File: config.mk
export PLATFORM = sky130hd
export DESIGN_NAME = i2c_slave_regs
export DESIGN_NICKNAME = d
export VERILOG_FILES = /design/src/rtl/i2c_slave_regs_pkg.sv /design/src/rtl/i2c_reg_map.sv /design/src/rtl/i2c_slave_regs.sv
export SDC_FILE = /design/constraint.sdc
export NUM_CORES = 1
export LEC_CHECK = 0
export BUFFER_PORTS_ARGS = -buffer_cell sky130_fd_sc_hd__buf_4
export CAP_MARGIN = 30
export CELL_PAD_IN_SITES_DETAIL_PLACEMENT = 0
export CELL_PAD_IN_SITES_GLOBAL_PLACEMENT = 1
export CORE_AREA = 2 2 91 93
export CTS_CLUSTER_SIZE = 40
export DETAILED_ROUTE_END_ITERATION = 10
export DIE_AREA = 0 0 93 95
export GPL_ROUTABILITY_DRIVEN = 0
export PLACE_DENSITY = 0.86
export SYNTH_ARGS = -nofsm -noshare
export SYNTH_HDL_FRONTEND = slang
export SYNTH_SLANG_ARGS = --single-unit
File: constraint.sdc
create_clock -name clk -period 2.25 [get_ports clk]
set_clock_uncertainty 0.2 [all_clocks]
set_input_delay 0.45 -clock clk [delete_from_list [all_inputs] [get_ports clk]]
set_output_delay 0.45 -clock clk [all_outputs]
set_load 0.01 [all_outputs]
File: src/rtl/i2c_slave_regs_pkg.sv
// Shared constants for the I2C target: register addresses, fixed register
// contents and protocol FSM state encodings.
package i2c_slave_regs_pkg;

  // Register addresses
  localparam logic [7:0] AddrDeviceId   = 8'h00;
  localparam logic [7:0] AddrVersionMaj = 8'h01;
  localparam logic [7:0] AddrVersionMin = 8'h02;
  localparam logic [7:0] AddrScratch0   = 8'h05;
  localparam logic [7:0] AddrScratch1   = 8'h06;
  localparam logic [7:0] AddrLinkCaps   = 8'h10;
  localparam logic [7:0] AddrLinkStatus = 8'h11;
  localparam logic [7:0] AddrSpiRx      = 8'h12;
  localparam logic [7:0] AddrLedOut     = 8'h20;
  localparam logic [7:0] AddrSwIn       = 8'h22;

  // Fixed register contents
  localparam logic [7:0] DeviceId   = 8'hA7;
  localparam logic [7:0] VersionMaj = 8'h01;
  localparam logic [7:0] VersionMin = 8'h00;
  localparam logic [7:0] LinkCaps   = 8'h95;

  // Protocol FSM states
  typedef logic [2:0] state_t;
  localparam state_t StIdle     = 3'd0;
  localparam state_t StAddr     = 3'd1;
  localparam state_t StAckAddr  = 3'd2;
  localparam state_t StWrByte   = 3'd3;
  localparam state_t StAckWr    = 3'd4;
  localparam state_t StRdByte   = 3'd5;
  localparam state_t StRdAck    = 3'd6;
  localparam state_t StWaitStop = 3'd7;

endpackage

File: src/rtl/i2c_reg_map.sv
// Register storage and read mux behind the I2C protocol FSM.
module i2c_reg_map
  import i2c_slave_regs_pkg::*;
(
  input  logic       clk,
  input  logic       rst_n,
  input  logic [7:0] addr_i,
  input  logic [7:0] wdata_i,
  input  logic       wr_i,
  input  logic       rd_i,
  output logic [7:0] rdata_o,
  output logic [7:0] led_o,
  input  logic [7:0] sw_i,
  input  logic       spi_active_i,
  input  logic [7:0] spi_rx_byte_i
);

  logic [7:0] scratch0_q, scratch0_d;
  logic [7:0] scratch1_q, scratch1_d;
  logic [7:0] led_q, led_d;

  // Next-state for writable registers; RO and unmapped addresses drop the write
  always_comb begin
    scratch0_d = scratch0_q;
    scratch1_d = scratch1_q;
    led_d      = led_q;
    if (wr_i) begin
      case (addr_i)
        AddrScratch0: scratch0_d = wdata_i;
        AddrScratch1: scratch1_d = wdata_i;
        AddrLedOut:   led_d      = wdata_i;
        default: ;
      endcase
    end
  end

  // Register storage
  always_ff @(posedge clk or negedge rst_n) begin
    if (!rst_n) begin
      scratch0_q <= 8'h00;
      scratch1_q <= 8'h00;
      led_q      <= 8'h00;
    end else begin
      scratch0_q <= scratch0_d;
      scratch1_q <= scratch1_d;
      led_q      <= led_d;
    end
  end

  // Read mux; output is zero unless the FSM is actually loading a byte
  always_comb begin
    rdata_o = 8'h00;
    if (rd_i) begin
      case (addr_i)
        AddrDeviceId:   rdata_o = DeviceId;
        AddrVersionMaj: rdata_o = VersionMaj;
        AddrVersionMin: rdata_o = VersionMin;
        AddrScratch0:   rdata_o = scratch0_q;
        AddrScratch1:   rdata_o = scratch1_q;
        AddrLinkCaps:   rdata_o = LinkCaps;
        AddrLinkStatus: rdata_o = {7'b0, spi_active_i};
        AddrSpiRx:      rdata_o = spi_rx_byte_i;
        AddrLedOut:     rdata_o = led_q;
        AddrSwIn:       rdata_o = sw_i;
        default:        rdata_o = 8'h00;
      endcase
    end
  end

  assign led_o = led_q;

endmodule

File: src/rtl/i2c_slave_regs.sv
// I2C target front end: synchronizes SCL/SDA, decodes START/STOP and bytes,
// drives ACK/read data open-drain style and talks to the register map.
module i2c_slave_regs
  import i2c_slave_regs_pkg::*;
#(
  parameter logic [6:0] SLAVE_ADDR = 7'h50
) (
  input  logic       clk,
  input  logic       rst_n,
  input  logic       scl_i,
  input  logic       sda_i,
  output logic       sda_o,
  output logic       sda_oe,
  output logic [7:0] led_out,
  input  logic [7:0] sw_in,
  input  logic       spi_active,
  input  logic [7:0] spi_rx_byte
);

  logic [1:0] scl_sync_q, scl_sync_d, sda_sync_q, sda_sync_d;
  logic       scl_prev_q, sda_prev_q;
  state_t     state_q, state_d;
  logic [2:0] bit_cnt_q, bit_cnt_d;
  logic [6:0] shift_q, shift_d;   // bit 7 never needs storing: it is on the wire
  logic [7:0] ptr_q, ptr_d;
  logic       first_q, first_d;   // next write byte is the register pointer
  logic       rw_q, rw_d;
  logic       phase_q, phase_d;   // second half of an ACK bit
  logic       sda_o_q, sda_o_d, sda_oe_q, sda_oe_d;

  logic       scl, sda, scl_rise, scl_fall, start_det, stop_det;
  logic [7:0] byte_in, reg_rdata;
  logic       reg_wr, reg_rd;

  // Two-stage synchronizer next-state
  always_comb begin
    scl_sync_d = {scl_sync_q[0], scl_i};
    sda_sync_d = {sda_sync_q[0], sda_i};
  end

  assign scl       = scl_sync_q[1];
  assign sda       = sda_sync_q[1];
  assign scl_rise  = scl & ~scl_prev_q;
  assign scl_fall  = ~scl & scl_prev_q;
  assign start_det = scl & scl_prev_q & sda_prev_q & ~sda;
  assign stop_det  = scl & scl_prev_q & ~sda_prev_q & sda;
  assign byte_in   = {shift_q, sda};

  // Protocol FSM next-state; START/STOP take priority over any bit activity
  always_comb begin
    state_d   = state_q;
    bit_cnt_d = bit_cnt_q;
    shift_d   = shift_q;
    ptr_d     = ptr_q;
    first_d   = first_q;
    rw_d      = rw_q;
    phase_d   = phase_q;
    sda_o_d   = sda_o_q;
    sda_oe_d  = sda_oe_q;
    reg_wr    = 1'b0;
    reg_rd    = 1'b0;
    if (start_det || stop_det) begin
      state_d   = start_det ? StAddr : StIdle;
      bit_cnt_d = 3'd0;
      sda_oe_d  = 1'b0;
      sda_o_d   = 1'b1;
    end else begin
      unique case (state_q)
        StAddr: if (scl_rise) begin
          shift_d   = byte_in[6:0];
          bit_cnt_d = bit_cnt_q + 3'd1;
          if (bit_cnt_q == 3'd7) begin
            phase_d = 1'b0;
            rw_d    = sda;
            state_d = (byte_in[7:1] == SLAVE_ADDR) ? StAckAddr : StWaitStop;
          end
        end
        StAckAddr, StAckWr, StRdAck: begin
          if (state_q == StRdAck && scl_rise && !phase_q) begin
            // Master ACK (low) continues the burst, NACK ends it
            if (sda) begin
              state_d = StWaitStop;
            end else begin
              phase_d = 1'b1;
              ptr_d   = ptr_q + 8'd1;
            end
          end else if (scl_fall && state_q != StRdAck && !phase_q) begin
            phase_d  = 1'b1;
            sda_oe_d = 1'b1;
            sda_o_d  = 1'b0;
          end else if (scl_fall && phase_q) begin
            bit_cnt_d = 3'd0;
            if (state_q == StRdAck || rw_q) begin
              // Falling edge that ends the ACK: load and present the next MSB
              reg_rd   = 1'b1;
              shift_d  = reg_rdata[6:0];
              sda_o_d  = reg_rdata[7];
              sda_oe_d = 1'b1;
              state_d  = StRdByte;
            end else begin
              sda_oe_d = 1'b0;
              sda_o_d  = 1'b1;
              first_d  = (state_q == StAckAddr);
              state_d  = StWrByte;
            end
          end
        end
        StWrByte: if (scl_rise) begin
          shift_d   = byte_in[6:0];
          bit_cnt_d = bit_cnt_q + 3'd1;
          if (bit_cnt_q == 3'd7) begin
            phase_d = 1'b0;
            state_d = StAckWr;
            if (first_q) begin
              ptr_d   = byte_in;
              first_d = 1'b0;
            end else begin
              reg_wr = 1'b1;
              ptr_d  = ptr_q + 8'd1;
            end
          end
        end
        StRdByte: if (scl_fall) begin
          if (bit_cnt_q == 3'd7) begin
            sda_oe_d = 1'b0;
            sda_o_d  = 1'b1;
            phase_d  = 1'b0;
            state_d  = StRdAck;
          end else begin
            bit_cnt_d = bit_cnt_q + 3'd1;
            sda_o_d   = shift_q[6];
            shift_d   = {shift_q[5:0], 1'b0};
          end
        end
        default: ;
      endcase
    end
  end

  // Synchronizer, edge history and FSM state
  always_ff @(posedge clk or negedge rst_n) begin
    if (!rst_n) begin
      scl_sync_q <= 2'b11;
      sda_sync_q <= 2'b11;
      scl_prev_q <= 1'b1;
      sda_prev_q <= 1'b1;
      state_q    <= StIdle;
      bit_cnt_q  <= 3'd0;
      shift_q    <= 7'd0;
      ptr_q      <= 8'h00;
      first_q    <= 1'b0;
      rw_q       <= 1'b0;
      phase_q    <= 1'b0;
      sda_o_q    <= 1'b1;
      sda_oe_q   <= 1'b0;
    end else begin
      scl_sync_q <= scl_sync_d;
      sda_sync_q <= sda_sync_d;
      scl_prev_q <= scl;
      sda_prev_q <= sda;
      state_q    <= state_d;
      bit_cnt_q  <= bit_cnt_d;
      shift_q    <= shift_d;
      ptr_q      <= ptr_d;
      first_q    <= first_d;
      rw_q       <= rw_d;
      phase_q    <= phase_d;
      sda_o_q    <= sda_o_d;
      sda_oe_q   <= sda_oe_d;
    end
  end

  assign sda_o  = sda_o_q;
  assign sda_oe = sda_oe_q;

  i2c_reg_map u_reg_map (
    .clk           (clk),
    .rst_n         (rst_n),
    .addr_i        (ptr_q),
    .wdata_i       (byte_in),
    .wr_i          (reg_wr),
    .rd_i          (reg_rd),
    .rdata_o       (reg_rdata),
    .led_o         (led_out),
    .sw_i          (sw_in),
    .spi_active_i  (spi_active),
    .spi_rx_byte_i (spi_rx_byte)
  );

endmodule

# Word level (Yosys, flattened, before mapping)
# Index checks and enable logic that the tools add are counted.
totals:
  reg_bits: 56
  inputBits: 21
  out_inout_bits: 10
  word_cells: 182
classes:
  add_sub_neg: 2
  eq_ne: 46
  mux: 78
  n_bitwise: 12
  reduce_logical: 28
op_table:
  columns: ["operator", "count"]
  rows:
  - ["one-hot mux 8 bit (9 select lines)", 1]
  - ["2-to-1 mux 3 bit", 20]
  - ["2-to-1 mux 7 bit", 7]
  - ["2-to-1 mux 8 bit", 6]
  - ["inequality test 3 bit (second input constant)", 13]
  - ["2-to-1 mux 1 bit", 36]
  - ["== test 8 x 5 -> 1 bit (second input constant)", 3]
  - ["inequality test 2 bit (second input constant)", 11]
  - ["one-hot mux 7 bit (3 select lines)", 1]
  - ["== test 8 x 3 -> 1 bit (second input constant)", 2]
  - ["== test 8 x 6 -> 1 bit (second input constant)", 2]
  - ["inequality test 4 bit (second input constant)", 4]
  - ["one-hot mux 8 bit (2 select lines)", 1]
  - ["== test 3 bit (second input constant)", 4]
  - ["one-hot mux 3 bit (4 select lines)", 1]
  - ["AND reduction 6 bit", 2]
  - ["AND reduction 10 bit", 1]
  - ["one-hot mux 3 bit (3 select lines)", 1]
  - ["AND reduction 9 bit", 1]
  - ["adder 8 x 1 -> 8 bit (second input constant)", 1]
  - ["== test 8 x 1 -> 1 bit (second input constant)", 1]
  - ["logical NOT 8 bit", 1]
  - ["AND reduction 4 bit", 2]
  - ["AND reduction 8 bit", 1]
  - ["22 further kinds", 43]

# Longest topological paths before layout
# Gate-level depths: netlist of run 1.
logic_depth:
  depth_word: 15
  depth_mapped: 8
  ltp_nobuf: 7

# By module
# From an unflattened synthesis of run 1, not the netlist that was laid out.
unflattened:
  hier_cells: 341
  area_unflattened_um2: 3452.1
by_module_without_submodules:
  columns: ["module", "instances", "cells_each", "area_each_um2", "seq_area_each_um2"]
  rows:
  - ["i2c_slave_regs", 1, 210, 2000.7, 809.5]
  - ["i2c_reg_map", 1, 131, 1451.4, 600.6]

# Worst setup path after synthesis of run 1
# No wires, ideal clock.
synth_path:
  path_kind: "flip-flop to flip-flop"
  startpoint: "register scl_prev_q"
  endpoint: "register shift_q[6]"
  setup_time_ns: 0.132
  arrival_time_ns: 1.741
  t_required_ns: 1.918
  path_slack_ns: 0.177
  path_stages_with_launch: 8
  n_path_buf: 2
  synth_period_minus_slack_ns: 2.073
  cell_sequence: "dfstp_2 -> buf_4 -> nor2b_1 -> a2111oi_4 -> nor4b_2 -> buf_4 -> mux2i_1 -> o21ai_0"
synth_between:
  elab_chain_len: 13
  elab_cells_between_ends: 32
  cone_classes: "eq/ne: 5; mux: 11; bitwise: 9; reduce/logical: 7"
synth_rtl:
  columns: ["item", "line", "rtl"]
  rows:
  - ["start, declared", "i2c_slave_regs.sv:21", "logic scl_prev_q, sda_prev_q;"]
  - ["start signal, assigned", "i2c_slave_regs.sv:159", "scl_prev_q <= scl;"]
  - ["AND 1 bit or NOT 1 bit (tied branches)", "i2c_slave_regs.sv:44, i2c_slave_regs.sv:43", null]
  - ["logical AND 1 bit, or another cell as far along", "i2c_slave_regs.sv:91", "end else if (scl_fall && phase_q) begin"]
  - ["2-to-1 mux 1 bit, or another cell as far along", "i2c_slave_regs.sv:91", null]
  - ["2-to-1 mux 1 bit or logical AND 1 bit (tied branches)", "i2c_slave_regs.sv:87, i2c_slave_regs.sv:79", null]
  - ["2-to-1 mux 1 bit", "i2c_slave_regs.sv:79", "if (state_q == StRdAck && scl_rise && !phase_q) begin"]
  - ["2-to-1 mux 1 bit", "i2c_slave_regs.sv:68", "unique case (state_q)"]
  - ["2-to-1 mux 1 bit", "i2c_slave_regs.sv:62", "if (start_det || stop_det) begin"]
  - ["2-to-1 mux 8 bit", "i2c_reg_map.sv:53", "if (rd_i) begin"]
  - ["2-to-1 mux 7 bit", "i2c_slave_regs.sv:93", "if (state_q == StRdAck || rw_q) begin"]
  - ["2-to-1 mux 7 bit", "i2c_slave_regs.sv:91", null]
  - ["2-to-1 mux 7 bit", "i2c_slave_regs.sv:87", "end else if (scl_fall && state_q != StRdAck && !phase_q) begin"]
  - ["2-to-1 mux 7 bit", "i2c_slave_regs.sv:79", null]
  - ["one-hot mux 7 bit (3 select lines)", "i2c_slave_regs.sv:68", null]
  - ["end signal, assigned", "i2c_slave_regs.sv:163", "shift_q <= shift_d;"]
  - ["end, declared", "i2c_slave_regs.sv:24", "logic [6:0] shift_q, shift_d;"]
# Several ways; a longest one is shown, not always the timed one. The select of a mux whose other input is x is not followed.
# A chain may end at the register's enable or synchronous reset.

# Worst setup path in the final report of run 1
layout_path:
  startpoint: "register state_q[0]"
  endpoint: "register shift_q[1]"
layout_between:
  elab_chain_len: 14
  elab_cells_between_ends: 35
  cone_classes: "eq/ne: 14; mux: 12; reduce/logical: 9"
layout_rtl:
  columns: ["item", "line", "rtl"]
  rows:
  - ["start, declared", "i2c_slave_regs.sv:22", "state_t state_q, state_d;"]
  - ["start signal, assigned", "i2c_slave_regs.sv:147", "state_q <= StIdle;"]
  - ["start signal, assigned", "i2c_slave_regs.sv:161", "state_q <= state_d;"]
  - ["== test 3 bit", "i2c_slave_regs.sv:68, i2c_slave_regs.sv:79, i2c_slave_regs.sv:93", null]
  - ["logical OR 1 bit", "i2c_slave_regs.sv:93", null]
  - ["2-to-1 mux 1 bit", "i2c_slave_regs.sv:93", null]
  - ["2-to-1 mux 1 bit", "i2c_slave_regs.sv:91", null]
  - ["2-to-1 mux 1 bit", "i2c_slave_regs.sv:87", null]
  - ["2-to-1 mux 1 bit", "i2c_slave_regs.sv:79", null]
  - ["2-to-1 mux 1 bit", "i2c_slave_regs.sv:68", null]
  - ["2-to-1 mux 1 bit", "i2c_slave_regs.sv:62", null]
  - ["2-to-1 mux 8 bit", "i2c_reg_map.sv:53", null]
  - ["2-to-1 mux 7 bit", "i2c_slave_regs.sv:93", null]
  - ["2-to-1 mux 7 bit", "i2c_slave_regs.sv:91", null]
  - ["2-to-1 mux 7 bit", "i2c_slave_regs.sv:87", null]
  - ["2-to-1 mux 7 bit", "i2c_slave_regs.sv:79", null]
  - ["one-hot mux 7 bit (3 select lines)", "i2c_slave_regs.sv:68", null]
# Several ways; a longest one is shown, not always the timed one. The select of a mux whose other input is x is not followed.

==> results of run 1 <==
Yosys cell counts, types with 7 or more instances:
library cell / instances / share of area [%]
sky130_fd_sc_hd__o21ai_0: 27 / 3.8
sky130_fd_sc_hd__clkbuf_1: 7 / 0.73
sky130_fd_sc_hd__inv_1: 9 / 0.94
sky130_fd_sc_hd__mux2_4: 8 / 3.4
sky130_fd_sc_hd__nor2_1: 19 / 2.0
sky130_fd_sc_hd__a21oi_1: 23 / 3.2
sky130_fd_sc_hd__a221oi_1: 8 / 2.0
sky130_fd_sc_hd__mux2i_1: 7 / 2.0
sky130_fd_sc_hd__a22oi_1: 7 / 1.5
sky130_fd_sc_hd__dfstp_2: 7 / 5.1
sky130_fd_sc_hd__mux2_2: 19 / 6.0
sky130_fd_sc_hd__dfrtp_1: 49 / 34
sky130_fd_sc_hd__nand3_1: 22 / 3.1
sky130_fd_sc_hd__buf_4: 7 / 1.5
sky130_fd_sc_hd__buf_2: 8 / 1.1
sky130_fd_sc_hd__nand2_1: 13 / 1.4
sky130_fd_sc_hd__nand4_1: 7 / 1.2
flip-flops by register name (all words and copies together) (netlist names), 2 cells and up:
signal,flops
sda_sync_q,2
bit_cnt_q,3
u_reg_map.scratch1_q,8
shift_q,7
state_q,3
ptr_q,8
u_reg_map.led_o,8
u_reg_map.scratch0_q,8
scl_sync_q,2
critical path, cell delays in order (launching register included):
cell and delay, ns:
sky130_fd_sc_hd__dfrtp_2 0.47, sky130_fd_sc_hd__buf_4 0.19, sky130_fd_sc_hd__nand3b_1 0.18, sky130_fd_sc_hd__o32ai_4 0.15, sky130_fd_sc_hd__nor4b_4 0.35, sky130_fd_sc_hd__buf_2 0.23
sky130_fd_sc_hd__nand2_1 0.09, sky130_fd_sc_hd__o22a_1 0.18
through the flow:
step | cell area, um2 | instances | setup TNS [ns] | worst slack (ns)
after floorplan | 3580 | 354 | 0 | 0.177
after global placement | 4080 | 504 | 0 | 0.00904
after detailed placement | 4080 | 504 | -0.0204 | -0.0204
after CTS | 4190 | 512 | 0 | 0.00515
after global routing | 4300 | 519 | -0.0240 | -0.00771
final | 4300 | 519 | 0 | 0.0951
worst min-delay path by stage:
stage | from | end | slack [ns] | cells past startpoint
CTS | rst_n | u_reg_map.led_o[4] | 0.0004 | 1
finish | rst_n | u_reg_map.led_o[3] | -0.04 | 1
floorplan | rst_n | bit_cnt_q[0] | -0.05 | 0
global placement | sda_sync_q[0] | sda_sync_q[1] | 0.15 | 0
global route | rst_n | u_reg_map.led_o[4] | 0.01 | 1
detailed placement | scl_sync_q[0] | scl_sync_q[1] | 0.15 | 0
kinds of logic (layout without fill, tap and decap cells):
family	Yosys count	in the layout	synth area share [%]
compound gates	106	106	20.6
xor+xnor	2	2	0.490
fa+ha+maj	6	6	2.10
buf+inv	34	94	5.21
flops	56	56	39.4
mux	34	34	11.3
simple gates	116	116	20.9
power by group through the flow:
stage               Clock (uW)  Sequential (uW)  Combinational [uW]
detailed placement           0             1330                1630
CTS                        631             1310                1640
global placement             0             1330                1610
floorplan                    0             1260                1120
finish                     616             1310                1790
global route               673             1330                1930
layer usage:
layer / wire (um) / track usage, %
met2: 4600 / 36.9
met3: 435 / 2.63
met1: 4430 / 31.4
met4: 133 / 4.53
met5: 0 / 0
layout make-up:
type                       instances  area [um2]  share of cell area, %
clock buffer                       5        68.8                   1.60
clock inverter                     3        33.8                  0.786
inverter                           9        33.8                  0.786
multi-input combinational        264        2030                   47.3
sequential                        56        1420                   32.9
tap                              105         131                   3.05
timing repair buffer              77         584                   13.6
what timing repair did:
| action | CTS | global route |
|---|---|---|
| hold endpoints to repair | 0 | 0 |
| setup buffers | 0 | 6 |
| resized for setup | 1 | 17 |
| pin swaps | 0 | 5 |
| setup endpoints to repair | 2 | 23 |
| gates cloned | 0 | 1 |
==> Flow_metrics.wiki, run 1 <==
{| class="wikitable"
! Metric !! Value
|-
| Final worst-path cycle share || between 90% and 100%
|-
| Largest net degree at the start of global routing || 57
|-
| Fraction of layout instances using a drive strength above 1 || 36.7%
|-
| Reported net switching power || roughly 1500 uW
|-
| Initial cell density of the core || between 40% and 50%
|-
| Grt ovf || 0
|-
| Final Net Count || 440
|-
| Most frequent cells in the layout || 74 x sky130_fd_sc_hd__buf_4, 45 x sky130_fd_sc_hd__dfrtp_1, 26 x sky130_fd_sc_hd__o21ai_0
|-
| Class of the worst hold path || primary input to asynchronous set/reset pin
|-
| Clock latency of the later-clocked register in the worst-skew pair || roughly 0.32 ns
|-
| Antenna fix cells || 0
|-
| Number of CTS-inserted buffers || 5
|-
| Endpoint arrival time on the critical path || 2.17 ns
|-
| Critical Path Source || state_q[0]
|-
| Share of flip-flops with an asynchronous set or reset after synthesis || 100%
|-
| RSZ-0062 raised after global routing || yes
|-
| Logic depth of the worst register-to-register path || 7
|-
| Clock net sink count || 56
|-
| Number of standard cells after synthesis || ~350
|-
| Maximum net fanout on the critical path || 11
|-
| Most common library cell in the layout ignoring fill and taps || sky130_fd_sc_hd__buf_4
|-
| Syn. warnings || 0
|-
| Share of total power in combinational logic || roughly half
|-
| Outcome || complete, but fails checks
|-
| Antenna violations before repair || 0
|-
| Final number of max-transition violations || 0
|-
| Die extent in x || between 90 and 100 um
|-
| Core Rows || 33
|-
| Area of the mapped netlist || 3580 um2
|-
| FILL cells || roughly 730
|-
| Detailed placer's ending HPWL || 6.96 mm
|-
| Number of vias per cell after detailed routing || 5.99
|-
| Final core utilization || a little over half
|-
| Count of state elements after synthesis || 56
|-
| Maximum vdd drop || ~0.0004 V
|-
| Final Critical Period || 2.15 ns
|-
| CTS tree || built
|-
| IO Pins || 31
|-
| Proportion of power drawn by the clock network || 16.6%
|-
| Clk root buf || sky130_fd_sc_hd__clkbuf_8
|-
| Area enclosed by the die boundary || just under 9000 um2
|-
| Synthesized area per cell || 10.1 um2
|-
| Setup violations, final || 0
|-
| Number of buffers added on ports || 30
|-
| Path type of the worst setup path || flop to flop
|-
| Worst hold margin || -0.0380 ns
|-
| Worst R2R End || shift_q[1]
|-
| Area of the core || between 7000 and 8000 um2
|-
| Clock slew at the register clock pins of the worst setup and hold paths || 0.12 ns
|-
| Syn nets || ~380
|-
| Number of buffers between clock root and the deepest sink || 2
|-
| Internal power consumption || 2210 uW
|-
| Initial drt markers || about 240
|-
| Ratio of total power to cell area || approximately 860 nW/um2
|-
| Timing endpoint of the critical path || shift_q[1]
|-
| Launching element type of the critical path || flop
|-
| Fraction of the yosys area taken by sequential cells || between 30% and 40%
|-
| Sequential Power Share || around a third
|-
| Number of detailed-route iterations in the first pass || 5
|-
| Violated checks || hold timing
|-
| Post-route total power || 3710 uW
|-
| Fmax || 464 MHz
|-
| Switching Share || around 41%
|-
| Most used flip-flop cell after synthesis || sky130_fd_sc_hd__dfrtp_1
|-
| Worst R2R Start || state_q[0]
|-
| Post-synthesis to final-layout area growth || 20.2%
|-
| Crit path required time || 2.27 ns
|-
| Hold buffer count at CTS || 0
|-
| Pleak || slightly below 0.002 uW
|-
| Vias post-DR || a little over 3,000
|-
| Final wirelength || around 9.6 mm
|-
| Final-report hold violation count || 39
|-
| Residual DRC count || 0
|-
| Mean routed wirelength per cell || 18.5 um
|-
| # H-tree levels || 2
|-
| Setup crit end kind || flop
|-
| Global-route wire length before repair || approximately 15 mm
|-
| Die boundary height || 95 um
|-
| EDFF count, synth || 0
|-
| Slew at the pin closest to its max-slew limit || ~0.7 ns
|-
| Reported max-cap violation count || 0
|-
| Global-route usage over all layers || 22.2%
|-
| Reg-to-reg slack, setup || 0.1 ns
|-
| Distinct cell type count after synthesis || between 70 and 80
|-
| Via count of the first global-routing pass || 2,978
|-
| Final ANT Viol Nets || 0
|-
| Max-slew headroom at the worst pin || 52.1%
|}
Note: power is estimated with default switching activity, not from simulation.
==> run 2: changes to the inputs <==
Settings changed: ABC_AREA set to 1, CORE_AREA 2 2 91 93 to 2 2 89 91, DIE_AREA 0 0 93 95 to 0 0 91 93, PLACE_DENSITY 0.86 to 0.85.
==> run 2 against run 1 <==
Against the previous run: the flow still finishes with violations (hold timing); sequential power rose by 8%; maximum frequency grew 3.5%; combinational power barely moved; critical path depth increased by 3; global-route usage shrank 1.8 points; count of clock-buffer cells in the layout unchanged; total power grew 5.0%.
==> Flow_metrics.wiki, run 2 <==
{| class="wikitable"
! Metric !! Value
|-
| Final core utilization || approximately 48%
|-
| Violated checks || hold timing
|-
| Fraction of layout instances using a drive strength above 1 || ~17%
|-
| Most used flip-flop cell after synthesis || sky130_fd_sc_hd__dfrtp_1
|-
| Share of flip-flops with an asynchronous set or reset after synthesis || 100%
|-
| Endpoint arrival time on the critical path || about 2.1 ns
|-
| Cell repeated most along the worst path || sky130_fd_sc_hd__nand2_1
|-
| Class of the worst hold path || primary input to asynchronous set/reset pin
|-
| Path type of the worst setup path || flop to flop
|-
| Slew at the pin closest to its max-slew limit || between 0.7 and 0.8 ns
|-
| Total Neg Setup Slack || 0 ns
|-
| Clock latency of the later-clocked register in the worst-skew pair || around 0.31 ns
|-
| Syn. warnings || 0
|-
| Fin area || 3650 um2
|-
| Post-CTS Setup Bufs || 0
|-
| Placed Instance Area || ~3500 um2
|-
| Fraction of the yosys area taken by sequential cells || ~45%
|-
| Residual DRC count || 0
|-
| Maximum vdd drop || between 0.0006 and 0.0007 V
|-
| XOR/XNOR share of the synthesized area || 0.837%
|-
| Largest net degree at the start of global routing || 57
|-
| Clock slew at the register clock pins of the worst setup and hold paths || 0.11 ns
|-
| Die boundary height || 93 um
|-
| Die extent in x || a little over 90 um
|-
| Syn nets || 450
|-
| Final worst-path cycle share || between 90 and 100%
|-
| IO Pins || 31
|-
| Most numerous cell in the Yosys netlist || sky130_fd_sc_hd__nand2_1
|-
| Mux cell area share after synthesis || 0%
|-
| Most common library cell in the layout ignoring fill and taps || sky130_fd_sc_hd__nand2_1
|-
| Most area-consuming cells after synthesis || sky130_fd_sc_hd__dfrtp_1 39%, sky130_fd_sc_hd__nand2_1 17%, sky130_fd_sc_hd__o21ai_1 7.2%, sky130_fd_sc_hd__dfstp_2 5.9%, sky130_fd_sc_hd__nand3_1 4.5%
|-
| Vias post-DR || about 2,900
|-
| Number of buffers between clock root and the deepest sink || 2
|-
| Number of vias per cell after detailed routing || slightly above 5
|-
| Antenna fix cells || 0
|-
| Bufs and invs on worst path || 1
|-
| Worst Setup Slack, final || 0.168 ns
|-
| Final ANT Viol Nets || 0
|-
| Seq. cell area || 1410 um2
|-
| RSZ-0062 raised after global routing || no
|-
| Pleak || 0.00173 uW
|-
| EDFF count, synth || 0
|-
| Initial cell density of the core || 41.7%
|-
| Clock net sink count || 56
|-
| # H-tree levels || 2
|-
| Outcome || complete, but fails checks
|-
| Setup crit end kind || flop
|-
| Core Rows || 32
|-
| Initial drt markers || between 150 and 200
|-
| Max-slew headroom at the worst pin || approximately half
|-
| Mean routed wirelength per cell || 14.2 um
|-
| Crit path required time || between 2 and 2.5 ns
|-
| Cells after DPL || ~560
|-
| Synthesized area per cell || approximately 7.4 um2
|-
| Fmax || 480 MHz
|-
| Worst path slowest cell || sky130_fd_sc_hd__dfrtp_1
|-
| Combined area of the multi-input logic cells || between 1500 and 2000 um2
|-
| Synthesized-area fraction occupied by adder cells || around 2.4%
|-
| Number of detailed-route iterations in the first pass || 4
|-
| Worst setup timing slack at the placement stage || between 0.15 and 0.2 ns
|-
| Clk root buf || sky130_fd_sc_hd__clkbuf_8
|-
| Distinct cell type count after synthesis || 34
|-
| FILL cells || about 830
|-
| Cell class contributing the biggest share of worst-path delay || simple AND/OR/NAND/NOR gates
|-
| Final Net Count || ~490
|-
| Critical path's largest stage delay || approximately 0.43 ns
|-
| Final-report hold violation count || 12
|-
| Grt ovf || 0
|-
| Cell accounting for the most synthesized area || sky130_fd_sc_hd__dfrtp_1
|-
| Final non-filler cell total || 564
|-
| Reported max-cap violation count || 0
|-
| Global-route usage over all layers || 20.3%
|-
| Via count of the first global-routing pass || 2,828
|-
| Cells along the critical path || inv_1 > ha_1 > nand2_1 > nor2_2 > nand2_1 > nand3_1 > o21ai_1 > nand2_1 > nand2_1 > a21oi_1
|-
| Number of standard cells after synthesis || 423
|-
| Global-route wire length before repair || ~14 mm
|-
| Antenna violations before repair || 0
|-
| Number of buffers added on ports || 30
|-
| Final number of max-transition violations || 0
|-
| Most frequent cells after synthesis || 141 x sky130_fd_sc_hd__nand2_1, 49 x sky130_fd_sc_hd__dfrtp_1, 45 x sky130_fd_sc_hd__o21ai_1, 31 x sky130_fd_sc_hd__nor2_1, 30 x sky130_fd_sc_hd__inv_1
|-
| CTS tree || built
|-
| Most frequent cells in the layout || 140 x sky130_fd_sc_hd__nand2_1, 49 x sky130_fd_sc_hd__dfrtp_1, 45 x sky130_fd_sc_hd__o21ai_1
|-
| Worst hold margin || -0.0295 ns
|-
| Reg-to-reg slack, setup || roughly 0.17 ns
|-
| Area of the core || 7530 um2
|-
| Launching element type of the critical path || flop
|-
| Simple-gate share of the synthesized area || roughly a third
|-
| Final Critical Period || around 2.1 ns
|-
| Largest family of logic cells by synthesized area || simple AND/OR/NAND/NOR gates
|-
| Ratio of total power to cell area || 1070 nW/um2
|-
| Post-synthesis to final-layout area growth || 16.1%
|-
| Post-synthesis compound-gate area fraction || 14.2%
|-
| Proportion of netlist area held by the largest area contributor || 39.1%
|-
| Number of CTS-inserted buffers || 5
|-
| Detailed placer's ending HPWL || roughly 6.1 mm
|-
| Final wirelength || about 8 mm
|-
| Area enclosed by the die boundary || 8460 um2
|-
| Area of the mapped netlist || about 3100 um2
|-
| Setup violations, final || 0
|-
| Maximum net fanout on the critical path || 8
|-
| Count of state elements after synthesis || between 50 and 60
|}
run 2: metrics by stage:
step / total power (uW) / hold slack [ns]
floorplan: 2690 / -0.0456
global placement: 3190 / 0.146
detailed placement: 3210 / 0.147
CTS: 3900 / 0.0116
global route: 4240 / 0.0256
finish: 3900 / -0.0295
run 2: area by class of cell:
class | instances | area share [%]
repair buffers | 36 | 7.41
flip-flops and latches | 56 | 38.7
clock inverters | 3 | 1.30
inverters | 42 | 4.32
multi-input cells | 320 | 42.9
clock buffers | 5 | 1.89
well taps | 102 | 3.50
run 2: kinds of logic after synthesis:
family                     Yosys count
adders and majority gates            6
DFF                                 56
AOI/OAI and AO/OA                   84
buffers and inverters               47
xor gates and xnor gates             3
and+or+nand+nor                    227
run 2: repair_timing:
action                                  4_1_cts  5_1_grt
gates resized for setup                       0        4
endpoints found under the setup margin        0        9
endpoints found under the hold margin         0        0
hold buffers                                  0        0
run 2: final timing paths:
path,depth (start not counted),to,startpoint
max in group asynchronous,1,state_q[0],rst_n
worst max-delay path,10,sda_o,ptr_q[0]
worst max register to register,10,sda_o,ptr_q[0]
min in group clk,1,sda_sync_q[0],sda_i
worst min-delay path,1,ptr_q[4],rst_n
worst min register to register,0,scl_sync_q[1],scl_sync_q[0]
run 2: power by group:
part	leakage, uW	internal, uW	switching [uW]
Clock	0.0000583	336	344
Sequential	0.000739	1200	213
Combinational	0.000934	596	1210
run 2: routing by layer:
metal  vias up  wire, um  track usage [%]
met5         -         0                0
met4         0        89             5.05
met3         9       402             2.98
met2        77      3710             34.4
met1      1312      3790             27.6
li1       1467         -                -
